`config.mk`:
```
export PLATFORM = sky130hd
export DESIGN_NAME = gpio_ctrl
export DESIGN_NICKNAME = d
export VERILOG_FILES = /design/src/rtl/gpio_pkg.sv /design/src/rtl/gpio_sync.sv /design/src/rtl/gpio_ctrl.sv
export SDC_FILE = /design/constraint.sdc
export NUM_CORES = 1
export LEC_CHECK = 0
export ABC_CLOCK_PERIOD_IN_PS = 2400
export CORE_UTILIZATION = 51
export DETAILED_ROUTE_END_ITERATION = 8
export PLACE_DENSITY = 0.76
export SLEW_MARGIN = 30
export SYNTH_ARGS = -nofsm -noshare
export SYNTH_HDL_FRONTEND = slang
export SYNTH_SLANG_ARGS = --single-unit
```
`constraint.sdc`:
```
create_clock -name clk -period 2.4 [get_ports clk]
set_input_delay 0.48 -clock clk [delete_from_list [all_inputs] [get_ports clk]]
set_output_delay 0.48 -clock clk [all_outputs]
set_load 0.03 [all_outputs]
```
`src/rtl/gpio_pkg.sv`:
```
// Shared definitions for the GPIO controller: register offsets within a channel,
// the channel stride and the bus-side FSM state encoding.
package gpio_pkg;

    localparam logic [4:0] OFS_OUT  = 5'h00;
    localparam logic [4:0] OFS_DIR  = 5'h04;
    localparam logic [4:0] OFS_IN   = 5'h08;
    localparam logic [4:0] OFS_PEND = 5'h0C;
    localparam logic [4:0] OFS_IE   = 5'h10;
    localparam logic [4:0] OFS_EDGE = 5'h14;

    localparam logic [31:0] CH_STRIDE = 32'h20;

    typedef enum logic [1:0] {
        ST_IDLE   = 2'd0,
        ST_ACCESS = 2'd1,
        ST_RESP   = 2'd2
    } bus_state_t;

endpackage

```
`src/rtl/gpio_sync.sv`:
```
// Per-channel input path: multi-flop synchroniser followed by a history flop,
// producing the synchronised level and a per-bit rising/falling edge event.
module gpio_sync import gpio_pkg::*; #(
    parameter int WIDTH       = 32,
    parameter int SYNC_STAGES = 2
) (
    input  logic             clk,
    input  logic             rstn,
    input  logic [WIDTH-1:0] async_in,
    input  logic [WIDTH-1:0] edge_sel,
    output logic [WIDTH-1:0] sync_out,
    output logic [WIDTH-1:0] edge_event
);

    logic [WIDTH-1:0] chain [SYNC_STAGES];
    logic [WIDTH-1:0] hist;

    always_ff @(posedge clk or negedge rstn) begin
        if (!rstn) begin
            for (int i = 0; i < SYNC_STAGES; i++) begin
                chain[i] <= '0;
            end
            hist <= '0;
        end else begin
            chain[0] <= async_in;
            for (int i = 1; i < SYNC_STAGES; i++) begin
                chain[i] <= chain[i-1];
            end
            hist <= chain[SYNC_STAGES-1];
        end
    end

    assign sync_out = chain[SYNC_STAGES-1];

    // edge_sel=1 selects falling edges for that bit, 0 selects rising edges
    assign edge_event = (edge_sel & ~sync_out & hist) | (~edge_sel & sync_out & ~hist);

endmodule

```
`src/rtl/gpio_ctrl.sv`:
```
// Memory-mapped GPIO controller: NCH channels of OUT/DIR/IN/PEND/IE/EDGE registers
// behind a req/ready bus handshake with a registered interrupt output.
module gpio_ctrl import gpio_pkg::*; #(
    parameter int          NCH         = 2,
    parameter int          WIDTH       = 32,
    parameter logic [31:0] BASE_ADDR   = 32'h8000,
    parameter int          SYNC_STAGES = 2
) (
    input  logic                 clk,
    input  logic                 rstn,
    input  logic                 req,
    input  logic                 we,
    input  logic [31:0]          addr,
    input  logic [31:0]          wdata,
    output logic                 ready,
    output logic [31:0]          rdata,
    output logic                 err,
    input  logic [NCH*WIDTH-1:0] io_in,
    output logic [NCH*WIDTH-1:0] io_out,
    output logic [NCH*WIDTH-1:0] io_oe,
    output logic                 irq
);

    localparam int          CW       = (NCH > 1) ? $clog2(NCH) : 1;
    localparam logic [31:0] WIN_SIZE = 32'(NCH) * CH_STRIDE;

    bus_state_t state, next_state;

    logic             we_q;
    logic [31:0]      addr_q;
    logic [WIDTH-1:0] wdata_q;

    logic [WIDTH-1:0] out_r  [NCH];
    logic [WIDTH-1:0] dir_r  [NCH];
    logic [WIDTH-1:0] pend_r [NCH];
    logic [WIDTH-1:0] ie_r   [NCH];
    logic [WIDTH-1:0] edge_r [NCH];

    logic [WIDTH-1:0] sync_val [NCH];
    logic [WIDTH-1:0] evt      [NCH];
    logic [WIDTH-1:0] pend_clr [NCH];

    logic [31:0]   offset;
    logic [31:0]   rd_val;
    logic [31:0]   rdata_q;
    logic          err_q;
    logic          hit;
    logic          wr_en;
    logic [CW-1:0] acc_ch;
    logic [4:0]    acc_ofs;
    logic          irq_next;

    for (genvar c = 0; c < NCH; c++) begin : g_ch
        gpio_sync #(
            .WIDTH       (WIDTH),
            .SYNC_STAGES (SYNC_STAGES)
        ) u_sync (
            .clk        (clk),
            .rstn       (rstn),
            .async_in   (io_in[c*WIDTH +: WIDTH]),
            .edge_sel   (edge_r[c]),
            .sync_out   (sync_val[c]),
            .edge_event (evt[c])
        );
        assign io_out[c*WIDTH +: WIDTH] = out_r[c];
        assign io_oe[c*WIDTH +: WIDTH]  = dir_r[c];
    end

    always_ff @(posedge clk or negedge rstn) begin
        if (!rstn) begin
            state <= ST_IDLE;
        end else begin
            state <= next_state;
        end
    end

    always_comb begin
        next_state = state;
        ready      = 1'b0;
        case (state)
            ST_IDLE:   if (req) next_state = ST_ACCESS;
            ST_ACCESS: next_state = ST_RESP;
            ST_RESP: begin
                ready      = 1'b1;
                next_state = ST_IDLE;
            end
            default:   next_state = ST_IDLE;
        endcase
    end

    always_ff @(posedge clk or negedge rstn) begin
        if (!rstn) begin
            we_q    <= 1'b0;
            addr_q  <= '0;
            wdata_q <= '0;
        end else if (state == ST_IDLE && req) begin
            we_q    <= we;
            addr_q  <= addr;
            wdata_q <= wdata[WIDTH-1:0];
        end
    end

    // Decode of the latched request; misaligned or out-of-window accesses never hit
    always_comb begin
        offset  = addr_q - BASE_ADDR;
        hit     = (addr_q >= BASE_ADDR) && (offset < WIN_SIZE) && (addr_q[1:0] == 2'b00);
        acc_ch  = offset[5 +: CW];
        acc_ofs = offset[4:0];
        wr_en   = (state == ST_ACCESS) && we_q && hit;
        rd_val  = '0;
        if (hit) begin
            case (acc_ofs)
                OFS_OUT:  rd_val[WIDTH-1:0] = out_r[acc_ch];
                OFS_DIR:  rd_val[WIDTH-1:0] = dir_r[acc_ch];
                OFS_IN:   rd_val[WIDTH-1:0] = sync_val[acc_ch];
                OFS_PEND: rd_val[WIDTH-1:0] = pend_r[acc_ch];
                OFS_IE:   rd_val[WIDTH-1:0] = ie_r[acc_ch];
                OFS_EDGE: rd_val[WIDTH-1:0] = edge_r[acc_ch];
                default:  rd_val = '0;
            endcase
        end
    end

    always_comb begin
        for (int c = 0; c < NCH; c++) begin
            pend_clr[c] = (wr_en && acc_ch == CW'(c) && acc_ofs == OFS_PEND) ? wdata_q : '0;
        end
    end

    // Pending bits: clear is applied before set so a simultaneous event survives
    always_ff @(posedge clk or negedge rstn) begin
        if (!rstn) begin
            for (int c = 0; c < NCH; c++) begin
                out_r[c]  <= '0;
                dir_r[c]  <= '0;
                pend_r[c] <= '0;
                ie_r[c]   <= '0;
                edge_r[c] <= '0;
            end
        end else begin
            for (int c = 0; c < NCH; c++) begin
                if (wr_en && acc_ch == CW'(c)) begin
                    case (acc_ofs)
                        OFS_OUT:  out_r[c]  <= wdata_q;
                        OFS_DIR:  dir_r[c]  <= wdata_q;
                        OFS_IE:   ie_r[c]   <= wdata_q;
                        OFS_EDGE: edge_r[c] <= wdata_q;
                        default:  ;
                    endcase
                end
                pend_r[c] <= (pend_r[c] & ~pend_clr[c]) | evt[c];
            end
        end
    end

    always_ff @(posedge clk or negedge rstn) begin
        if (!rstn) begin
            rdata_q <= '0;
            err_q   <= 1'b0;
        end else if (state == ST_ACCESS) begin
            rdata_q <= (hit && !we_q) ? rd_val : '0;
            err_q   <= !hit;
        end
    end

    assign rdata = ready ? rdata_q : '0;
    assign err   = ready & err_q;

    always_comb begin
        irq_next = 1'b0;
        for (int c = 0; c < NCH; c++) begin
            irq_next = irq_next | (|(pend_r[c] & ie_r[c]));
        end
    end

    always_ff @(posedge clk or negedge rstn) begin
        if (!rstn) begin
            irq <= 1'b0;
        end else begin
            irq <= irq_next;
        end
    end

endmodule

```
Yosys cells after proc, flatten, opt, wreduce, memory -nomap -nowiden
Index checks and enable logic that the tools add are counted.
{ "totals": {"reg_bits": 613, "in_bits": 132} }
{ "op_classes": {"order_cmp": 3, "n_reduce_logical": 25, "eq_ne": 8, "bitwise_logic": 28, "n_addsub": 1, "n_mux": 27} }
{ "op_table": {"columns": ["operator", "count"], "rows": [
  ["2-to-1 mux 32 bit", 23],
  ["bitwise AND 32 bit", 12],
  ["NOT 32 bit", 8],
  ["one-hot mux 32 bit (6 select lines)", 1],
  ["bitwise OR 32 bit", 4],
  ["OR reduction 32 bit", 2],
  ["greater-or-equal comparator 32 x 16 -> 1 bit, second input constant", 1],
  ["less-than comparator 32 x 7 -> 1 bit, second input constant", 1],
  ["subtractor 32 x 16 -> 32 bit, second input constant", 1],
  ["AND reduction 2 bit", 8],
  ["equality test 5 x 4 -> 1 bit, second input constant", 2],
  ["equality test 5 bit, second input constant", 2],
  ["logical AND 1 bit", 10],
  ["equality test 5 x 3 -> 1 bit, second input constant", 1],
  ["zero test 5 bit", 1],
  ["zero test 2 bit", 2],
  ["one-hot mux 2 bit (2 select lines)", 1],
  ["equality test 2 x 1 -> 1 bit, second input constant", 1],
  ["equality test 2 bit, second input constant", 1],
  ["greater-or-equal comparator 2 bit, second input constant", 1],
  ["zero test 1 bit", 2],
  ["2-to-1 mux 2 bit", 1],
  ["inequality test 2 bit, second input constant", 1],
  ["NOT 1 -> 2 bit", 1],
  ["other kinds (4)", 4]
]} }

Depth between registers and ports, before layout
Gate-level depths: netlist of run 1.
{ "depth": {"ltp_word": 11, "depth_mapped": 10, "depth_no_buf": 7} }

Hierarchy
Synthesis of run 1 repeated with hierarchy kept, for this count alone.
{ "hier_totals": {"hier_cells": 2013, "hier_area_um2": 27652.8} }
{ "by_module_without_submodules": {"columns": ["module", "instances", "seq_area_each_um2", "area_per_inst_um2", "cells_each"], "rows": [
  ["gpio_ctrl", 1, 10535.1, 20926.3, 1565],
  ["gpio_sync", 2, 2402.3, 3363.2, 224]
]} }

Least setup slack after synthesis of run 1
No wires, ideal clock.
{ "synth_timing": {"path_kind": "reg2reg", "from": "reg addr_q[15]", "to": "reg pend_r[10] (netlist bit)", "n_path_buf": 3, "synth_period_minus_slack_ns": 2.452, "t_arrival_ns": 2.334, "t_required_ns": 2.282, "path_stages_with_launch": 11, "path_slack_ns": -0.052, "setup_time_ns": 0.118, "cell_sequence": "dfrtp_1 > inv_1 > ha_1 > xor2_1 > nor4b_2 > nand4_1 > buf_6 > or4_4 > buf_6 > buf_6 > a21o_1"} }
{ "synth_via": {"elab_chain_cells": 11} }
{ "synth_lines": {"columns": ["item", "line", "source"], "rows": [
  ["from (decl)", "gpio_ctrl.sv:30", "logic [31:0] addr_q;"],
  ["from (signal assigned)", "gpio_ctrl.sv:98", "addr_q <= addr;"],
  ["subtractor 32 x 16 -> 32 bit", "gpio_ctrl.sv:105", "offset = addr_q - BASE_ADDR;"],
  ["less-than comparator 32 x 7 -> 1 bit", "gpio_ctrl.sv:106", "hit = (addr_q >= BASE_ADDR) && (offset < WIN_SIZE) && (addr_q[1:0] == 2'b00);"],
  ["logical AND 1 bit * (2 in series)", "gpio_ctrl.sv:106", null],
  ["logical AND 1 bit *", "gpio_ctrl.sv:109", "wr_en = (state == ST_ACCESS) && we_q && hit;"],
  ["logical AND 1 bit * (2 in series)", "gpio_ctrl.sv:126", "pend_clr[c] = (wr_en && acc_ch == CW'(c) && acc_ofs == OFS_PEND) ? wdata_q : '0;"],
  ["2-to-1 mux 32 bit *", "gpio_ctrl.sv:126", null],
  ["NOT 32 bit *", "gpio_ctrl.sv:151", "pend_r[c] <= (pend_r[c] & ~pend_clr[c]) | evt[c];"],
  ["bitwise AND 32 bit *", "gpio_ctrl.sv:151", null],
  ["bitwise OR 32 bit *", "gpio_ctrl.sv:151", null],
  ["to (signal, indexed assignment)", "gpio_ctrl.sv:151", null],
  ["to (decl)", "gpio_ctrl.sv:35", "logic [WIDTH-1:0] pend_r [NCH];"]
]} }
Mark *: on every way between the ends. The rest lies on a longest branch, timed or not.
A chain may end at the register's enable or synchronous reset.

Final worst setup path of run 1
{ "layout_timing": {"from": "reg addr_q[16]", "to": "reg dir_r, in the netlist io_oe[47]"} }
{ "layout_via": {"elab_chain_cells": 7} }
{ "layout_lines": {"columns": ["item", "line", "source"], "rows": [
  ["subtractor 32 x 16 -> 32 bit", "gpio_ctrl.sv:105", null],
  ["less-than comparator 32 x 7 -> 1 bit", "gpio_ctrl.sv:106", null],
  ["logical AND 1 bit * (2 in series)", "gpio_ctrl.sv:106", null],
  ["logical AND 1 bit *", "gpio_ctrl.sv:109", null],
  ["logical AND 1 bit *", "gpio_ctrl.sv:142", "if (wr_en && acc_ch == CW'(c)) begin"],
  ["AND reduction 2 bit (no line) *", null, null],
  ["to (signal, indexed assignment)", "gpio_ctrl.sv:145", "OFS_DIR: dir_r[c] <= wdata_q;"],
  ["to (decl)", "gpio_ctrl.sv:34", "logic [WIDTH-1:0] dir_r [NCH];"]
]} }
Marked as above.

==> results.md, run 1 <==
- HP Class: primary input to register
- Root buffer cell: clkbuf_16
- GR met2 Demand/Resource: 0.4731
- Hold Vio Cnt, Final: 0
- Fin util: 0.6713
- WP data required: 2.87 ns
- Syn Area/Cell: ~14 um^2
- Area Growth Syn to Fin: 29.30%
- M3 GR Usage: 0.05264
- TritonCTS clock tree: built
- Worst Path Arrival: 3.04 ns
- Routability cong.: 0.8845
- Asr flop ratio synth: 1.000
- Synth Area in Adders: 0.0004784
- Leakage: approximately 0.015 uW
- Most used routing layer: met2
- H-tree levels: 3
- Post-synth cell types: 49
- Yosys warning total: 0
- Final setup TNS: -22.84 ns
- DRT Pass-1 Iters: 5
- Synth Area in XOR/XNOR: 0.001292
- IO Pins: 295
- Grt total ovfl: 0
- Mapped Nets: 2057
- Largest family of logic cells by synthesized area: multiplexers
- Placed wire-length estimate: 51340 um
- Outcome: finished with violations
- RSZ-0062 raised after global routing: yes
- Grt met1 use: 0.4140
- Vias: roughly 19000
- Top cells by count, synth: dfrtp_1 (613), mux2_1 (240), mux2i_1 (126)
- Worst Path Class, Setup: register to register
- PortBufs: 294
- Global-route usage over all layers: 0.3001
- Power density cells: about 770 mW/mm^2
- Fmax: a little under 400 MHz
- Number of synthesized flops with an enable pin: 0
- Kind of end point of the critical path: register
- Mux share of post-synthesis cell area: 0.1864
- Clock Sinks: 613
- Largest net degree at the start of global routing: 76
- Nets@finish: approximately 2400
- Post-synth top flop: dfrtp_1
- Sequential share of the synthesized area: 0.5865
- Critical Path Fanout Max: 12
- Synth Area in Simple Gates: 0.06669
- DR WL/cell: 26.51 um
- Chip height: 228.5 um
- Number of global-route vias before repair: 19050
- CTS Buf Count: 66
- Synth Area in Compound Gates: 0.1234
- Die Span X: 228.5 um
- Std-Cell Rows: 82
- Worst VDD drop: 550.9 uV
- Detail Route Antenna Nets: 0
- DRC violations left: 0
- Most common cell in the synthesized netlist: dfrtp_1
- Synthesized area: 0.02615 mm^2
- Starting density of the core: 0.5191
- Synth top area share: 0.5865
- Post-Route WL: just under 80000 um
- Layout cells sized above 1: 0.2175
- Clock slew at reported path FFs: about 0.06 ns
- Worst Skew: 0.02817 ns
- FF+latch area: 0.01535 mm^2
- Leading post-synthesis cells by cell area: dfrtp_1 (59%), mux2_1 (10%), mux2i_1 (4.8%), mux2_2 (3.5%), o221ai_1 (3.1%)
- Drt via density: 6.218
- Filler cells: between 3000 and 4000
- Deepest clock path buffer count: 3
- Final setup fails: 333
- Final period util: 1.068
- Synthesized instance count: 1924
- Worst skew pair latency: 0.62 ns
- Diode count: 0
- Slew at the pin with the worst max-slew slack: 0.6320 ns
- Violated checks: setup timing
- Wire length of the first global-routing pass: 118700 um
- Setup crit start kind: register
- Final Slew Violations: 0
- Max-Cap Viols: 0
- Placeable Area: slightly above 0.05 mm^2
- Die area: 0.05219 mm^2
- Relative slew slack: 0.5786
- Final setup margin: -0.1641 ns
- Antenna violations before repair: 0
- Post-synth top area cell: dfrtp_1
- Tmin final: ~2.6 ns
- Flops & latches, synth: between 600 and 700
- Initial DRC count: around 1800
- Area of the multi-input gates: 0.01041 mm^2
[layout make-up]
cell class	instances	area share
repair buffers	410	0.1435
inverters	67	0.007474
clock inverters	19	0.006253
flip-flops and latches	613	0.4538
well taps	672	0.02486
clock buffers	96	0.05635
multi-input cells	1103	0.3077
[flip-flops by register name, indices dropped and copies added (netlist names)]
register	cells
ie_r	64
addr_q	32
io_out	64
g_ch.u_sync.hist	64
wdata_q	32
g_ch.u_sync.sync_out	64
we_q	1
pend_r	64
state	2
err_q	1
edge_r	64
irq	1
rdata_q	32
io_oe	64
g_ch.u_sync.chain	64
[metal layers]
metal	up-vias	wire length, um	share of wire
met3	186	5681	0.072
met4	0	3067	0.039
met5	-	0	0
li1	7775	-	-
met2	875	37200	0.47
met1	9694	33060	0.42
[per-stage QoR]
| step | hold WS [ns] | power [uW] | setup WS, ns | cell area, um^2 | std cells |
|---|---|---|---|---|---|
| floorplan | 0.1844 | 14180 | 0.007894 | 26220 | 1924 |
| global placement | 0.3349 | 15880 | -0.1912 | 30870 | 2846 |
| detailed placement | 0.3355 | 16010 | -0.2359 | 30870 | 2846 |
| CTS | 0.2768 | 26070 | -0.1274 | 33360 | 2972 |
| global route | 0.2964 | 26960 | -0.2394 | 33820 | 2980 |
| finish | 0.2982 | 26060 | -0.1641 | 33820 | 2980 |
[cell families after synthesis]
group,Yosys count
adder cells (fa/ha/maj),1
multiplexers,447
buffers and inverters,208
AND/OR/NAND/NOR,262
AO/OA/AOI/OAI,390
flip-flops,613
XOR/XNOR,3
[worst max-delay path, cell delays in order (launching register included)]
cell and delay (ns):
dfrtp_1 0.37, inv_2 0.07, ha_4 0.17, xor2_2 0.15, nor4b_2 0.22, nand4_1 0.18
buf_12 0.21, nor4_4 0.30, buf_6 0.20, buf_12 0.20, mux2_1 0.34
[where the power goes]
part           internal [uW]  switching [uW]
logic                   2030            2050
registers              11000             970
clock network           5860            4170
total                  18900            7200
[cell usage in the layout (no fill, tap or decap), types with 34 or more instances in the layout]
master           instances
and2_1                  34
nand2b_1                63
o21ai_0                 37
buf_12                  76
nand3b_1                62
nor2_1                  38
inv_1                   64
dfrtp_1                611
a21o_1                  64
mux2_1                 133
clkbuf_16               71
buf_4                   53
mux2i_1                126
mux2_2                  74
a221o_1                 60
o221ai_1                94
mux2_4                 114
clkdlybuf4s50_1        259
[path summary, 6_finish.rpt]
check | cells after the start | slack [ns] | startpoint | to
worst max register to register | 10 | -0.16 | addr_q[16] | io_oe[47]
worst max-delay path | 10 | -0.16 | addr_q[16] | io_oe[47]
max in group asynchronous | 4 | 1.12 | rstn | g_ch[1].u_sync.chain[52]
worst min register to register | 0 | 0.34 | g_ch[1].u_sync.chain[42] | g_ch[1].u_sync.sync_out[10]
worst min-delay path | 1 | 0.30 | io_in[45] | g_ch[1].u_sync.chain[45]
min in group asynchronous | 2 | 0.34 | rstn | addr_q[12]
[repair_timing]
item,CTS,global route
hold endpoints to repair,23,0
endpoints found under the setup margin,380,357
hold buffers,1,0
gates resized for setup,69,82
setup buffers,7,4
pin swaps,15,2
gates cloned,3,4
No activity file was read; power rests on OpenSTA's default activity.
==> run 2, diff against run 1 <==
--- a/config.mk
+++ b/config.mk
@@ -6,6 +6,7 @@
 export NUM_CORES = 1
 export LEC_CHECK = 0
 export ABC_CLOCK_PERIOD_IN_PS = 2400
+export CAP_MARGIN = 40
 export CORE_UTILIZATION = 51
 export DETAILED_ROUTE_END_ITERATION = 8
 export PLACE_DENSITY = 0.76
==> results of run 2 <==
Final layout, timing and power as in run 1 (identical DEF).
==> run 3, diff against run 2 <==
--- a/config.mk
+++ b/config.mk
@@ -9,7 +9,7 @@
 export CAP_MARGIN = 40
 export CORE_UTILIZATION = 51
 export DETAILED_ROUTE_END_ITERATION = 8
-export PLACE_DENSITY = 0.76
+export PLACE_DENSITY = 0.84
 export SLEW_MARGIN = 30
 export SYNTH_ARGS = -nofsm -noshare
 export SYNTH_HDL_FRONTEND = slang
==> run 3 against run 2 <==
Compared with the run above: the flow still finishes with violations (setup timing); non-clock buffer count rose by 30; worst setup slack got worse by 0.097 ns; via count rose by 5.1%; sequential power barely moved; clock skew rose by 0.015 ns; critical endpoint is now io_oe[30]; largest power group unchanged.
==> results.md, run 3 (same netlist as run 1, synthesis figures left out) <==
- Outcome: finished with violations
- Violated checks: setup timing
- Area Growth Syn to Fin: 34.24%
- Placed wire-length estimate: 52650 um
- FF+latch area: 0.01535 mm^2
- Slew at the pin with the worst max-slew slack: 0.5986 ns
- Reg2Reg Launch Point: addr_q[1]
- Setup crit start kind: register
- Die Span X: about 230 um
- Clock Sinks: 613
- Routability cong.: 0.9113
- Worst setup startpoint: addr_q[1]
- Final period util: 1.109
- Dpl cells: 2841
- Starting density of the core: 0.5191
- IO Pins: 295
- Tmin final: 2.661 ns
- DRT Pass-1 Iters: 6
- Worst Skew: 0.04274 ns
- Drt via density: 6.484
- Die area: 0.05219 mm^2
- Hold Vio Cnt, Final: 0
- Leakage: 0.01567 uW
- Dpl cell area: 0.03075 mm^2
- Post-Route WL: 88620 um
- Most common cell after layout, fill and taps aside: dfrtp_1
- Layout cells sized above 1: 0.2937
- PortBufs: 294
- Std-Cell Rows: 82
- Final setup margin: -0.2615 ns
- Clock slew at reported path FFs: 0.06 ns
- DR WL/cell: between 20 and 30 um
- Critical hold path startpoint: io_in[41]
- Wire length of the first global-routing pass: ~120000 um
- Vias: 19480
- Area of the multi-input gates: 0.01098 mm^2
- Power density cells: 757.1 mW/mm^2
- Number of global-route vias before repair: 19470
- Final Slew Violations: 0
- Largest net degree at the start of global routing: 91
- Final setup fails: 354
- RSZ-0062 raised after global routing: yes
- Kind of end point of the critical path: register
- Deepest clock path buffer count: 3
- CTS Buf Count: 59
- H-tree levels: 2
- Worst skew pair latency: about 0.66 ns
- Detail Route Antenna Nets: 0
- Worst VDD drop: 682.2 uV
- DRC violations left: 0
- Most frequent cells in the layout: dfrtp_1 (611), clkdlybuf4s50_1 (259), mux2_4 (247), mux2i_1 (126), o221ai_1 (94)
- Design area: 0.03511 mm^2
- Fmax: 375.7 MHz
- Placeable Area: 0.05038 mm^2
- Root buffer cell: clkbuf_16
- Initial DRC count: ~2200
- Worst Path Arrival: 3.17 ns
- Antenna violations before repair: 0
- WP data required: between 2 and 3 ns
- Nets@finish: between 2000 and 2500
- HP Class: primary input to register
- Critical Path Fanout Max: 8
- Grt total ovfl: 0
- Max-Cap Viols: 0
- Chip height: ~230 um
- TritonCTS clock tree: built
- Filler cells: 3097
- Cell Count, Final, Fillers Out: ~3000
- Fin util: 0.6969
- Global-route usage over all layers: 0.3103
- Relative slew slack: 0.6009
- Worst Path Class, Setup: register to register
- Diode count: 0
- Total power after layout: 26580 uW
## run 3: changes by cell type in the layout (fill, tap and decap cells not counted), moves of 5 or more
cell and change:
mux2_1 -125, mux2_2 -8, mux2_4 +133, and2_4 +21, clkbuf_16 +7, bufinv_16 +7
clkbuf_1 -12, buf_12 +5, and2_1 -21, clkbuf_8 +5, inv_6 -5
## run 3: what timing repair did
| action | in CTS | in global routing |
|---|---|---|
| resized for setup | 73 | 273 |
| hold buffers | 1 | 0 |
| setup buffers | 10 | 12 |
| cloned | 8 | 24 |
| endpoints found under the setup margin | 377 | 373 |
| hold endpoints to repair | 35 | 0 |
| pin swaps | 8 | 59 |
## run 3: final timing paths
| check | cells after the start | to | slack [ns] |
|---|---|---|---|
| max reg2reg | 10 | io_oe[30] | -0.26 |
| min in group asynchronous | 2 | g_ch[0].u_sync.chain[41] | 0.35 |
| max | 10 | io_oe[30] | -0.26 |
| min reg2reg | 0 | g_ch[0].u_sync.sync_out[30] | 0.34 |
| max in group asynchronous | 4 | ie_r[50] | 1.15 |
| min | 1 | g_ch[1].u_sync.chain[41] | 0.27 |
## run 3: critical path, cell delays in order (launching register included)
cell and delay, ns:
dfrtp_1 0.42, nor4_4 0.33, buf_4 0.16, nand4_1 0.06, a211o_1 0.33, buf_12 0.18, buf_6 0.12, nor4_4 0.16
buf_6 0.24, buf_12 0.21, mux2_4 0.32
## run 3: cell type report
type,count,area share
clock buffer,81,0.04926
clock inverter,28,0.01240
inverter,67,0.007199
multi-input combinational,1103,0.3127
sequential,613,0.4372
tap,672,0.02395
timing repair buffer,440,0.1573
## run 3: routing by layer
metal  vias up  global-route usage  wire [um]
li1       7821                   -          -
met1      9911              0.4181      33330
met2      1410              0.4880      40230
met3       336             0.06213       9738
met4         0              0.1393       5322
met5         -                   0          0
## run 3: report_power, final
part | internal [uW] | total [uW] | switching (uW)
clock network | 6120 | 10300 | 4140
logic | 2140 | 4340 | 2200
registers | 11000 | 12000 | 1010
total | 19200 | 26600 | 7350
## run 3: through the flow
step,setup TNS (ns),hold WS [ns],setup slack [ns]
4_1_cts,-37.66,0.2405,-0.1683
6_report,-55.52,0.2657,-0.2615
2_1_floorplan,0,0.1844,0.007894
3_3_place_gp,-61.77,0.3338,-0.2076
3_5_place_dp,-57.23,0.3347,-0.2333
5_1_grt,-77.46,0.2472,-0.3257
==> RTL change, RTL diff (flow settings as in run 3) <==
Put a register stage on the output `err`, with the module's reset. The value now appears one clock later. The other outputs are not delayed to match.
--- a/src/rtl/gpio_ctrl.sv
+++ b/src/rtl/gpio_ctrl.sv
@@ -164,7 +164,13 @@
     end
 
     assign rdata = ready ? rdata_q : '0;
-    assign err   = ready & err_q;
+    always_ff @(posedge clk or negedge rstn) begin
+        if (!rstn) begin
+            err <= '0;
+        end else begin
+            err <= ready & err_q;
+        end
+    end
 
     always_comb begin
         irq_next = 1'b0;
Check against the original RTL: not equivalent (a bounded check fails within 4 cycles, from zero or initial values and one cycle with rstn low).
==> RTL change against run 3 <==
  * The run still ends with setup timing left
  * Via count shrank 2.7%
  * Critical endpoint is now io_oe[19]
  * Wire length shrank 5.7%
  * Synthesized area is essentially flat
  * Sequential cell count grew 1
  * Worst setup slack lost 0.012 ns
  * Global-route usage shrank 1.5 points
  * Cell area shrank 2.2%
  * Power shrank 1.7%
==> RTL change: results (changes against run 3) <==
Parameter                              Value

Outcome
  Status ... complete, but fails checks
  Failing checks ... setup timing

Placed design
  Placement-stage worst setup slack ... -0.232 ns (+0.00143 ns)
  Number of buffer cells added on primary ports ... 294 (unchanged)
  Weighted congestion reported at the end of routability-driven placement ... 0.863 (-5.3%)
  Placement-stage cell area ... 30700 µm² (-0.26%)
  Cell total after placement ... 2836 (-0.18%)
  Final HPWL DP ... 50.2 mm (-4.6%)

STA
  Setup TNS after final layout ... -50.92 ns (+4.60 ns)
  Tightest hold margin ... 0.263 ns (-0.00234 ns)
  Final worst-path setup slack ... -0.273 ns (-0.0116 ns)
  Worst max-slew margin expressed relative to the limit ... 0.567 (-0.0338)
  Worst clock skew on the final layout ... 0.0286 ns (-0.0141 ns)
  Final setup violating endpoints ... 352 (-0.56%)

Hold path
  Startpoint of the tightest hold check path ... io_in[5]
  Hold Crit Endpoint ... g_ch[0].u_sync.chain[37]
  Type of the tightest min-delay check ... in -> reg

Critical path
  Arrival time of data at the critical path endpoint ... 3.19 ns (+0.02 ns)
  Depth of the worst register-to-register path ... 9 (-1)
  Critical path's largest stage delay ... 0.40 ns (-0.02 ns)
  Capture instance of the worst register-to-register path ... io_oe[19]
  Master of the slowest instance on the critical path ... dfrtp_1
  RR Startpoint ... addr_q[15]
  Worst path top cell family by delay ... buffers and inverters
  Worst Path Max Fanout ... 6 (-2)

GRT
  Initial antenna violation count ... 2 (+2)
  Total global-route track usage ... 0.295 (-0.0152)
  First-pass GRT wire length ... 118 mm (-3.5%)
  Largest net degree at the start of global routing ... 100 (+9.9%)
  Vias in the first global route ... 19.2k (-1.6%)

Clock tree
  Number of buffers added by the clock tree synthesis step ... 61 (+3.4%)
  Clk pin slew, worst setup/hold paths ... 0.07 ns
  Master cell of the clock root buffer ... clkbuf_16
  Clk buf depth ... 3 (unchanged)
  Later-pin clock latency in the skew report ... 0.66 ns (about the same)
  CTS HTree Levels ... 2 (unchanged)

Route
  Final Routed Wirelength ... 83.5 mm (-5.7%)
  First-pass detailed-route iteration total ... 8 (+2)
  Post-DR vias/cell ... 6.34 (-2.3%)
  Number of DRC markers after the initial detailed-route iteration ... 1842 (-16%)
  Wire length per cell after detailed routing ... 27.9 µm (-5.3%)

Layout
  FILL cells ... 3274 (+5.7%)
  Share of layout cells above drive strength 1 ... 0.246 (-0.0474)
  Number of nets at the end of the flow ... 2399 (-0.74%)

Synthesis
  Post-Synthesis Net Count ... 2058 (+0.049%)
  Post-Syn Area per Cell ... 13.6 µm² (about the same)
  Number of synthesis warnings ... 0 (unchanged)
  Synth unique cells ... 49 (unchanged)
  Primary flip-flop cell chosen by synthesis mapping ... dfrtp_1
  Top cells by instance count after synthesis ... dfrtp_1, mux2_1, mux2i_1
  Cells taking the most area after synthesis ... dfrtp_1, mux2_1, mux2i_1
  Share of flip-flops with an asynchronous set or reset ... 1.00 (unchanged)
  Share of synthesized area occupied by flip-flops and latches ... 0.587 (about the same)
  Area of the mapped netlist ... 26200 µm² (about the same)

Pwr
  LEAKAGE ... 0.0154 µW (-1.4%)
  Worst vdd rail ir drop ... 0.655 mV (-3.9%)
[RTL change: cell types whose count changed after synthesis, sizes merged]
cell / delta
dfrtp: +1
[RTL change: what timing repair did]
action	4_1_cts	5_1_grt
resized for setup	33	208
setup endpoints to repair	352	352
hold buffers	1	0
endpoints found under the hold margin	28	0
gates cloned	1	24
buffers inserted	2	11
pin swaps	1	6
[RTL change: metal layers]
layer,track usage,share of wire
met5,0,0.00030
met4,0.121,0.053
met3,0.0589,0.098
met2,0.466,0.46
met1,0.400,0.39
[RTL change: cell type report]
| class | instances | area [µm²] | area share |
|---|---|---|---|
| Sequential cell | 614 | 15400 | 0.448 |
| Multi-Input combinational cell | 1103 | 10600 | 0.309 |
| Timing Repair Buffer | 419 | 5120 | 0.149 |
| Clock buffer | 86 | 1750 | 0.0510 |
| Tap cell | 672 | 841 | 0.0245 |
| Clock inverter | 29 | 393 | 0.0114 |
| Inverter | 67 | 253 | 0.00736 |
[RTL change: cells by family after synthesis]
family                     after synthesis  share of synthesized area
DFF                                    614                      0.587
muxes                                  447                      0.186
AOI/OAI and AO/OA                      390                      0.123
and+or+nand+nor                        262                     0.0666
buffers and inverters                  208                     0.0351
xor gates and xnor gates                 3                    0.00129
adders and majority gates                1                   0.000478
[RTL change: worst max-delay path by stage]
stage                     cells past startpoint  startpoint  slack, ns          end
after global routing                         11  addr_q[15]      -0.31   io_out[52]
after detailed placement                      9  addr_q[15]      -0.23    io_oe[55]
final                                         9  addr_q[15]      -0.27    io_oe[19]
after floorplan                              10  addr_q[15]      0.008  rdata_q[10]
after CTS                                    10  addr_q[15]      -0.19    io_oe[19]
after global placement                        9  addr_q[15]      -0.13   io_out[32]
[RTL change: power breakdown]
group / internal (µW) / switching [µW]
sequential: 11000 / 964
clock: 5960 / 4160
combinational: 1980 / 2070
total: 18900 / 7190
